## config.mk

```make
export PLATFORM = sky130hd
export DESIGN_NAME = multi_clock_divider
export DESIGN_NICKNAME = d
export VERILOG_FILES = /design/src/rtl/clk_div_pkg.sv /design/src/rtl/clk_div_channel.sv /design/src/rtl/multi_clock_divider.sv
export SDC_FILE = /design/constraint.sdc
export NUM_CORES = 1
export LEC_CHECK = 0
export CORE_ASPECT_RATIO = 0.8
export CORE_MARGIN = 5
export CORE_UTILIZATION = 49
export CTS_BUF_LIST = sky130_fd_sc_hd__clkbuf_8 sky130_fd_sc_hd__clkbuf_16
export DETAILED_ROUTE_END_ITERATION = 6
export DONT_BUFFER_PORTS = 1
export SLEW_MARGIN = 20
export SYNTH_ARGS = -nofsm -noshare
export SYNTH_HDL_FRONTEND = slang
export SYNTH_HIERARCHICAL = 1
export SYNTH_SLANG_ARGS = --single-unit
```

## constraint.sdc

```tcl
create_clock -name clk_in -period 6.6 [get_ports clk_in]
set_input_delay 0.99 -clock clk_in [delete_from_list [all_inputs] [get_ports clk_in]]
set_output_delay 0.99 -clock clk_in [all_outputs]
set_load 0.01 [all_outputs]
```

## src/rtl/clk_div_pkg.sv

```systemverilog
// Shared types, defaults and configuration validation for the multi-channel clock divider.
package clk_div_pkg;

    parameter int DIV_W_DEF = 16;

    typedef struct packed {
        logic [DIV_W_DEF-1:0] period;
        logic [DIV_W_DEF-1:0] high;
    } div_cfg_t;

    localparam div_cfg_t DEFAULT_CFG = '{period: 16'd4, high: 16'd2};

    // A configuration needs at least one high and one low cycle per period.
    function automatic logic cfg_valid(input logic [31:0] period, input logic [31:0] high);
        return (period >= 32'd2) && (high >= 32'd1) && (high < period);
    endfunction

endpackage

```

## src/rtl/clk_div_channel.sv

```systemverilog
// One divider channel: phase counter, active/staged configuration and registered outputs.
module clk_div_channel #(
    parameter int DIV_W          = 16,
    parameter int DEFAULT_PERIOD = 4,
    parameter int DEFAULT_HIGH   = 2
) (
    input  logic             clk_in,
    input  logic             reset_n,
    input  logic             en,
    input  logic             sync,
    input  logic             wr,
    input  logic [DIV_W-1:0] wr_period,
    input  logic [DIV_W-1:0] wr_high,
    output logic             clk_out,
    output logic             tick,
    output logic             cfg_pending
);

    typedef struct packed {
        logic [DIV_W-1:0] period;
        logic [DIV_W-1:0] high;
    } ch_cfg_t;

    localparam ch_cfg_t RESET_CFG = '{period: DIV_W'(DEFAULT_PERIOD), high: DIV_W'(DEFAULT_HIGH)};

    ch_cfg_t          act_r;
    ch_cfg_t          stg_r;
    logic [DIV_W-1:0] cnt_r;
    logic             pending_r;
    logic             clk_out_r;
    logic             tick_r;
    logic             wrap_s;
    logic             restart_s;

    // Period boundary detection; sync acts as an early boundary.
    always_comb begin
        wrap_s    = (cnt_r == (act_r.period - DIV_W'(1)));
        restart_s = sync | wrap_s;
    end

    // Counter, configuration staging/application and output registers.
    always_ff @(posedge clk_in or negedge reset_n) begin
        if (!reset_n) begin
            act_r     <= RESET_CFG;
            stg_r     <= '{period: {DIV_W{1'b0}}, high: {DIV_W{1'b0}}};
            cnt_r     <= {DIV_W{1'b0}};
            pending_r <= 1'b0;
            clk_out_r <= 1'b0;
            tick_r    <= 1'b0;
        end else if (!en) begin
            // Idle channel: nothing in flight, so configuration takes effect at once.
            cnt_r     <= {DIV_W{1'b0}};
            clk_out_r <= 1'b0;
            tick_r    <= 1'b0;
            pending_r <= 1'b0;
            if (wr) begin
                act_r <= '{period: wr_period, high: wr_high};
            end else if (pending_r) begin
                act_r <= stg_r;
            end
        end else begin
            if (sync) begin
                cnt_r     <= {DIV_W{1'b0}};
                clk_out_r <= 1'b0;
                tick_r    <= 1'b0;
            end else begin
                clk_out_r <= (cnt_r < act_r.high);
                tick_r    <= (cnt_r == {DIV_W{1'b0}});
                cnt_r     <= wrap_s ? {DIV_W{1'b0}} : (cnt_r + DIV_W'(1));
            end
            if (restart_s && pending_r) begin
                act_r <= stg_r;
            end
            // A load landing on a boundary is kept for the next boundary.
            if (wr) begin
                stg_r     <= '{period: wr_period, high: wr_high};
                pending_r <= 1'b1;
            end else if (restart_s) begin
                pending_r <= 1'b0;
            end
        end
    end

    assign clk_out     = clk_out_r;
    assign tick        = tick_r;
    assign cfg_pending = pending_r;

endmodule

```

## src/rtl/multi_clock_divider.sv

```systemverilog
// Multi-channel programmable clock divider: load decode/validation and channel array.
module multi_clock_divider
    import clk_div_pkg::*;
#(
    parameter int N_CH           = 4,
    parameter int DIV_W          = DIV_W_DEF,
    parameter int DEFAULT_PERIOD = int'(DEFAULT_CFG.period),
    parameter int DEFAULT_HIGH   = int'(DEFAULT_CFG.high),
    localparam int CH_W          = (N_CH > 1) ? $clog2(N_CH) : 1
) (
    input  logic             clk_in,
    input  logic             reset_n,
    input  logic [N_CH-1:0]  en,
    input  logic             sync,
    input  logic             load,
    input  logic [CH_W-1:0]  load_ch,
    input  logic [DIV_W-1:0] load_period,
    input  logic [DIV_W-1:0] load_high,
    output logic [N_CH-1:0]  clk_out,
    output logic [N_CH-1:0]  tick,
    output logic [N_CH-1:0]  cfg_pending,
    output logic             cfg_err
);

    logic            ch_ok_s;
    logic            valid_s;
    logic            err_s;
    logic [N_CH-1:0] wr_s;
    logic            cfg_err_r;

    // Validate the load and steer it to exactly one channel.
    always_comb begin
        ch_ok_s = (32'(load_ch) < 32'(N_CH));
        valid_s = load & ch_ok_s & cfg_valid(32'(load_period), 32'(load_high));
        err_s   = load & ~valid_s;
        wr_s    = {N_CH{1'b0}};
        for (int i = 0; i < N_CH; i++) begin
            wr_s[i] = valid_s & (32'(load_ch) == 32'(i));
        end
    end

    // Rejected-load flag, a single-cycle pulse after the offending load.
    always_ff @(posedge clk_in or negedge reset_n) begin
        if (!reset_n) begin
            cfg_err_r <= 1'b0;
        end else begin
            cfg_err_r <= err_s;
        end
    end

    assign cfg_err = cfg_err_r;

    for (genvar g = 0; g < N_CH; g++) begin : g_ch
        clk_div_channel #(
            .DIV_W          (DIV_W),
            .DEFAULT_PERIOD (DEFAULT_PERIOD),
            .DEFAULT_HIGH   (DEFAULT_HIGH)
        ) u_ch (
            .clk_in      (clk_in),
            .reset_n     (reset_n),
            .en          (en[g]),
            .sync        (sync),
            .wr          (wr_s[g]),
            .wr_period   (load_period),
            .wr_high     (load_high),
            .clk_out     (clk_out[g]),
            .tick        (tick[g]),
            .cfg_pending (cfg_pending[g])
        );
    end

endmodule

```

# Word level (Yosys, flattened, before mapping)
# Cells that the tools add are included.
[op_classes] addsub=8 order_cmp=7 n_eq_ne=15 muxes=56 n_bitwise=11 n_reduce_logical=23
[op_table] cell="32-bit 2-to-1 mux" count=16
[op_table] cell="16-bit 2-to-1 mux" count=12
[op_table] cell="16-bit less-than comparator" count=5
[op_table] cell="16-bit by 1-bit adder with 16-bit output (second input constant)" count=4
[op_table] cell="16-bit equality test" count=4
[op_table] cell="16-bit zero test" count=4
[op_table] cell="16-bit by 1-bit subtractor with 16-bit output (second input constant)" count=4
[op_table] cell="1-bit 2-to-1 mux" count=28
[op_table] cell="16-bit by 1-bit >= comparator with 1-bit output (second input constant)" count=1
[op_table] cell="16-bit by 2-bit >= comparator with 1-bit output (second input constant)" count=1
[op_table] cell="2-bit AND reduction" count=8
[op_table] cell="3-bit by 1-bit inequality test with 1-bit output (second input constant)" count=4
[op_table] cell="3-bit nonzero test" count=4
[op_table] cell="2-bit by 1-bit inequality test with 1-bit output (second input constant)" count=4
[op_table] cell="1-bit bitwise AND" count=6
[op_table] cell="1-bit logical AND" count=6
[op_table] cell="2-bit equality test (second input constant)" count=2
[op_table] cell="1-bit OR" count=4
[op_table] cell="2-bit by 1-bit equality test with 1-bit output (second input constant)" count=1
[op_table] cell="2-bit zero test" count=1
[op_table] cell="1-bit inverter" count=1
[totals] register_bits=333 in_bits=42 output_inout_bits=13 word_cells=153

# Depth between registers and ports, before layout
[logic_depth] ltp_word=7 mapped_depth=13 depth_no_buf=11

# By module
# Netlist, hierarchy kept.
[modules_own_cells] module="clk_div_channel" n_inst=4 cells_per_inst=382 area_each_um2=4510.6 seq_area_each_um2=2079.5
[modules_own_cells] module="multi_clock_divider" n_inst=1 cells_per_inst=72 area_each_um2=514.2 seq_area_each_um2=25.0

# Worst setup path after synthesis
# No wires, ideal clock.
[synth_path] path_type="input to register" from="input port load_period[7]" to="register g_ch[0].u_ch/act_r[10] (netlist bit)" arrival_ns=3.930 required_ns=6.474 setup_slack_ns=2.543 path_stages=13 n_path_buf=3 path_cell_list="inv_1 > ha_1 > a21oi_1 > o21a_1 > o221ai_2 > a221o_1 > nor4b_2 > nor2b_1 > clkbuf_1 > clkbuf_1 > clkbuf_1 > mux2i_1 > mux2i_1"
[synth_via] elab_chain_cells=7 word_cells_on_any_way=10 cone_classes="order compare: 2; mux: 2; bitwise: 2; reduce/logical: 4"
[synth_lines] element="start, declared" line_no="multi_clock_divider.sv:17" source="input logic [DIV_W-1:0] load_period,"
[synth_lines] element="16-bit by 2-bit >= comparator with 1-bit output" line_no="clk_div_pkg.sv:15" source="return (period >= 32'd2) && (high >= 32'd1) && (high < period);"
[synth_lines] element="1-bit logical AND" line_no="clk_div_pkg.sv:15"
[synth_lines] element="1-bit logical AND (*)" line_no="clk_div_pkg.sv:15"
[synth_lines] element="1-bit bitwise AND (*)" line_no="multi_clock_divider.sv:34" source="valid_s = load & ch_ok_s & cfg_valid(32'(load_period), 32'(load_high));"
[synth_lines] element="1-bit bitwise AND (*)" line_no="multi_clock_divider.sv:38" source="wr_s[i] = valid_s & (32'(load_ch) == 32'(i));"
[synth_lines] element="named net wr_s[0]" line_no="multi_clock_divider.sv:28" source="logic [N_CH-1:0] wr_s;"
[synth_lines] element="3-bit nonzero test (no line) or 32-bit 2-to-1 mux (tied branches)"
[synth_lines] element="2-bit AND reduction (no line) or 32-bit 2-to-1 mux (tied branches)"
[synth_lines] element="end signal, assigned" line_no="clk_div_channel.sv:57" source="act_r <= '{period: wr_period, high: wr_high};"
[synth_lines] element="end signal, assigned" line_no="clk_div_channel.sv:59" source="act_r <= stg_r;"
[synth_lines] element="end signal, assigned" line_no="clk_div_channel.sv:72" source="act_r <= stg_r;"
[synth_lines] element="end, declared" line_no="clk_div_channel.sv:26" source="ch_cfg_t act_r;"
# Mark *: on every way through the listed nets, which the timed path passes. The rest lies on a longest branch.
# A chain may end at the register's enable or synchronous reset.

# Worst setup path after layout
[layout_path] from="input port load_period[7]" to="register g_ch[2].u_ch/act_r[22] (netlist bit)"
[layout_via] elab_chain_cells=7 word_cells_on_any_way=10 cone_classes="order compare: 2; mux: 2; bitwise: 2; reduce/logical: 4"
[layout_lines] element="16-bit by 2-bit >= comparator with 1-bit output" line_no="clk_div_pkg.sv:15"
[layout_lines] element="1-bit logical AND" line_no="clk_div_pkg.sv:15"
[layout_lines] element="1-bit logical AND (*)" line_no="clk_div_pkg.sv:15"
[layout_lines] element="1-bit bitwise AND (*)" line_no="multi_clock_divider.sv:34"
[layout_lines] element="1-bit bitwise AND (*)" line_no="multi_clock_divider.sv:38"
[layout_lines] element="named net wr_s[2]" line_no="multi_clock_divider.sv:28"
[layout_lines] element="3-bit nonzero test (no line) or 32-bit 2-to-1 mux (tied branches)"
[layout_lines] element="2-bit AND reduction (no line) or 32-bit 2-to-1 mux (tied branches)"
[layout_lines] element="end signal, assigned" line_no="clk_div_channel.sv:57"
[layout_lines] element="end signal, assigned" line_no="clk_div_channel.sv:59"
[layout_lines] element="end signal, assigned" line_no="clk_div_channel.sv:72"
[layout_lines] element="end, declared" line_no="clk_div_channel.sv:26"
# Marks and branches as above.

==> run_summary.xml <==
<?xml version="1.0" encoding="UTF-8"?>
<metrics>
  <group name="route">
    <metric name="final_antenna_net_count" unit="">0</metric>
    <metric name="postRouteWirelength" unit="mm">45.2</metric>
    <metric name="drt_first_iter_violations" unit="">708</metric>
    <metric name="vias_per_cell" unit="">5.75</metric>
    <metric name="dr_total_vias" unit="">12139</metric>
    <metric name="drtPass1Iterations" unit="">5</metric>
    <metric name="routed_wire_length_per_instance" unit="µm">21.4</metric>
    <metric name="route.detailed.drc" unit="">0</metric>
  </group>
  <group name="critical_path">
    <metric name="crit_arrival" unit="ps">4380</metric>
    <metric name="cpMaxStageDelayCell" unit="">nor3_1</metric>
    <metric name="critPathMaxFanout" unit="">33</metric>
    <metric name="reg2reg_from" unit="">g_ch[2].u_ch/act_r[16]$_DFFE_PN0P_</metric>
    <metric name="critical-path-top-delay-family" unit="">compound AO/OA/AOI/OAI gates</metric>
    <metric name="max_stage_delay" unit="ps">480</metric>
    <metric name="cp_data_required_time" unit="ps">7000</metric>
    <metric name="crit_path_cell_trace" unit="">inv_1 &gt; ha_1 &gt; a21oi_1 &gt; o21a_1 &gt; o221ai_2 &gt; a221o_1 &gt; nor3_1 &gt; nor2b_4 &gt; buf_4 &gt; o21ai_0 &gt; o41ai_4 &gt; buf_6 &gt; mux2_1</metric>
    <metric name="endpoint_kind" unit="">register</metric>
    <metric name="worst-setup-path-type" unit="">in -&gt; reg</metric>
    <metric name="timing.reg2reg.worst_path_depth" unit="">9</metric>
    <metric name="regToRegEndpoint" unit="">g_ch[2].u_ch/act_r[22]$_DFFE_PN0P_</metric>
    <metric name="cp_num_buf_inv" unit="">3</metric>
    <metric name="r2r_setup_slack" unit="ps">3200</metric>
    <metric name="cp-start-kind" unit="">input port</metric>
  </group>
  <group name="placed_design">
    <metric name="postPlaceCellArea" unit="µm²">19000</metric>
    <metric name="placement.setup.worst_slack" unit="ps">1980</metric>
    <metric name="routability_congestion_estimate_from_global_placement" unit="">0.859</metric>
    <metric name="detailed_place_hpwl" unit="mm">30.6</metric>
    <metric name="post-place-cells" unit="">2044</metric>
    <metric name="buffer_ports.inserted" unit="">0</metric>
  </group>
  <group name="die">
    <metric name="io_pins" unit="">55</metric>
    <metric name="die_outline_width" unit="µm">228</metric>
    <metric name="initial_utilization" unit="%">49.9</metric>
    <metric name="die_height" unit="µm">184</metric>
    <metric name="core_area" unit="µm²">37200</metric>
    <metric name="die_outline_area" unit="µm²">41900</metric>
    <metric name="rows" unit="">63</metric>
  </group>
  <group name="cells_and_area">
    <metric name="stdcell_area" unit="µm²">20200</metric>
    <metric name="area.sequential" unit="µm²">8340</metric>
    <metric name="multi_input_area" unit="µm²">9570</metric>
    <metric name="layout-area-overhead-vs-synth" unit="%">8.99</metric>
    <metric name="layout.cells.most_common" unit="">dfrtp_1</metric>
    <metric name="final_nets" unit="">1725</metric>
    <metric name="mostFrequentLayoutCells" unit="">325 x dfrtp_1, 184 x mux2_2, 144 x mux2i_1, 113 x inv_1, 103 x nor2_1</metric>
    <metric name="fillCellCount" unit="">3247</metric>
    <metric name="layout-drive-gt1-share" unit="%">18.6</metric>
    <metric name="finish.cell_count_without_fillers" unit="">2110</metric>
  </group>
  <group name="min_path">
    <metric name="hold_path_class" unit="">in -&gt; async</metric>
  </group>
  <group name="global_route">
    <metric name="global_route.overflow_total" unit="">0</metric>
    <metric name="grtUsageTotal" unit="%">21.8</metric>
    <metric name="grt_pass1_wl" unit="mm">71.8</metric>
    <metric name="grt_max_degree" unit="">334</metric>
    <metric name="grt_antenna_before_repair" unit="">0</metric>
    <metric name="vias_in_the_first_global_route" unit="">12195</metric>
  </group>
  <group name="clock_tree">
    <metric name="htree_num_levels" unit="">2</metric>
    <metric name="clock-sinks" unit="">333</metric>
    <metric name="cts-hold-fix-buffers" unit="">0</metric>
    <metric name="postCtsSetupRepairBufs" unit="">0</metric>
    <metric name="cts_resized" unit="">0</metric>
    <metric name="clkLatencyLatePin" unit="ps">530</metric>
    <metric name="cts_made_buffers" unit="">36</metric>
    <metric name="ctsRootBufferMaster" unit="">clkbuf_16</metric>
    <metric name="tritoncts" unit="">done</metric>
    <metric name="clkTransAtPathRegs" unit="ps">60</metric>
    <metric name="cts_buffer_depth" unit="">3</metric>
  </group>
  <group name="synth">
    <metric name="synthDistinctLibCells" unit="">53</metric>
    <metric name="synthFlopType" unit="">dfrtp_1</metric>
    <metric name="synth-seq-cells" unit="">333</metric>
    <metric name="post_synth_instance_area" unit="µm²">18600</metric>
    <metric name="postSynthNetCount" unit="">1729</metric>
    <metric name="seq_total_area_yosys" unit="%">45.0</metric>
    <metric name="synth_async_sr_flop_share" unit="%">100</metric>
    <metric name="number_of_synthesized_flops_with_an_enable_pin" unit="">0</metric>
    <metric name="yosysWarnings" unit="">6</metric>
    <metric name="avg_cell_area_syn" unit="µm²">11.6</metric>
    <metric name="synth_cells" unit="">1600</metric>
  </group>
  <group name="pwr">
    <metric name="power.total" unit="mW">7.27</metric>
    <metric name="p_leak" unit="nW">8.87</metric>
    <metric name="ir_drop" unit="mV">0.225</metric>
    <metric name="power_density" unit="nW/µm²">359</metric>
  </group>
  <group name="outcome">
    <metric name="status" unit="">finished, final reports clean</metric>
  </group>
  <group name="timing">
    <metric name="setup_total_negative_slack" unit="ps">0</metric>
    <metric name="final_period_minus_worst_setup_slack" unit="ps">3980</metric>
    <metric name="final_hold_viol_count" unit="">0</metric>
    <metric name="post-route-period-util" unit="%">60.3</metric>
    <metric name="slew-limit-headroom" unit="%">41.3</metric>
    <metric name="unrepaired_setup_endpoints_after_global_routing" unit="">no</metric>
    <metric name="final-setup-viol-count" unit="">0</metric>
    <metric name="finalClockSkew" unit="ps">16.6</metric>
    <metric name="max_clock_freq" unit="GHz">0.251</metric>
    <metric name="worst_slew_pin_slew" unit="ps">878</metric>
    <metric name="drv_slew" unit="">0</metric>
    <metric name="final_worst_setup_slack" unit="ps">2620</metric>
  </group>
  <group name="job">
    <metric name="max_cap_violations" unit="">0</metric>
  </group>
</metrics>
layout make-up:
cell class / count / share of cell area [%]
multi-input combinational: 1104 / 47.3
sequential: 333 / 41.3
clock buffer: 46 / 5.19
tap: 487 / 3.01
inverter: 103 / 1.91
timing repair buffer: 18 / 0.687
clock inverter: 17 / 0.625
antenna: 2 / 0.0247
kinds of logic after synthesis:
group / synth area share [%]
XOR/XNOR: 6.42
buffers and inverters: 3.70
adder cells (fa/ha/maj): 5.87
AO/OA/AOI/OAI: 6.18
AND/OR/NAND/NOR: 10.5
flip-flops: 45.0
multiplexers: 22.3
worst max-delay path by stage:
stage | from | to | slack [ps] | cells after the start
global route | load_period[7] | g_ch[2].u_ch/act_r[14]$_DFFE_PN0P_ | 2450 | 13
detailed placement | load_period[7] | g_ch[2].u_ch/act_r[5]$_DFFE_PN0P_ | 1980 | 12
CTS | load_period[7] | g_ch[2].u_ch/act_r[8]$_DFFE_PN0P_ | 2520 | 12
global placement | load_period[7] | g_ch[2].u_ch/act_r[7]$_DFFE_PN0P_ | 2060 | 12
finish | load_period[7] | g_ch[2].u_ch/act_r[22]$_DFFE_PN0P_ | 2620 | 13
floorplan | load_period[7] | g_ch[0].u_ch/act_r[10]$_DFFE_PN0P_ | 2540 | 13
stage by stage:
| step | utilization, % | hold slack, ps |
|---|---|---|
| after floorplan | - | 459 |
| after global placement | 51.1 | 478 |
| after detailed placement | 51.2 | 486 |
| after CTS | 54.3 | 144 |
| after global routing | 54.3 | 138 |
| final | 54.4 | 161 |
registers in the layout (all words and copies together), names as in the netlist:
name / cells
g_ch.u_ch/act_r: 128
g_ch.u_ch/cnt_r: 64
g_ch.u_ch/clk_out: 4
g_ch.u_ch/cfg_pending: 4
g_ch.u_ch/stg_r: 128
g_ch.u_ch/tick: 4
cfg_err: 1
power breakdown:
part | leakage [nW] | internal (mW) | switching, mW
Combinational | 4.05 | 1.05 | 1.00
Sequential | 4.19 | 2.68 | 0.511
Clock | 0.622 | 1.19 | 0.824
cell usage after synthesis (all sizes together), types with 12 or more instances:
master    n  area (µm²)
buf      24         165
ha       87        1090
dfrtp   325        8130
nand2    38         143
a21o     24         180
inv     103         387
mux2    240        2700
a21oi    28         140
nor4     44         350
nand2b   13        81.3
xor2     60         526
nor2    103         387
o21ai    21         105
nor2b    16         100
and3     12        75.1
clkbuf   36         135
nand3    33         165
mux2i   144        1440
nand4    28         175
xnor2    76         666
a211oi   12        90.1
nor3     22         110
metal layers:
metal	share of wire (%)	vias to the layer above	routed length, µm	global-route usage [%]
met1	48	6131	21700	32.1
met5	0	-	0	0
li1	-	5724	-	-
met2	45	243	20200	33.4
met3	5.9	41	2680	4.96
met4	1.3	0	579	3.80
(Power assumes the default switching activity.)
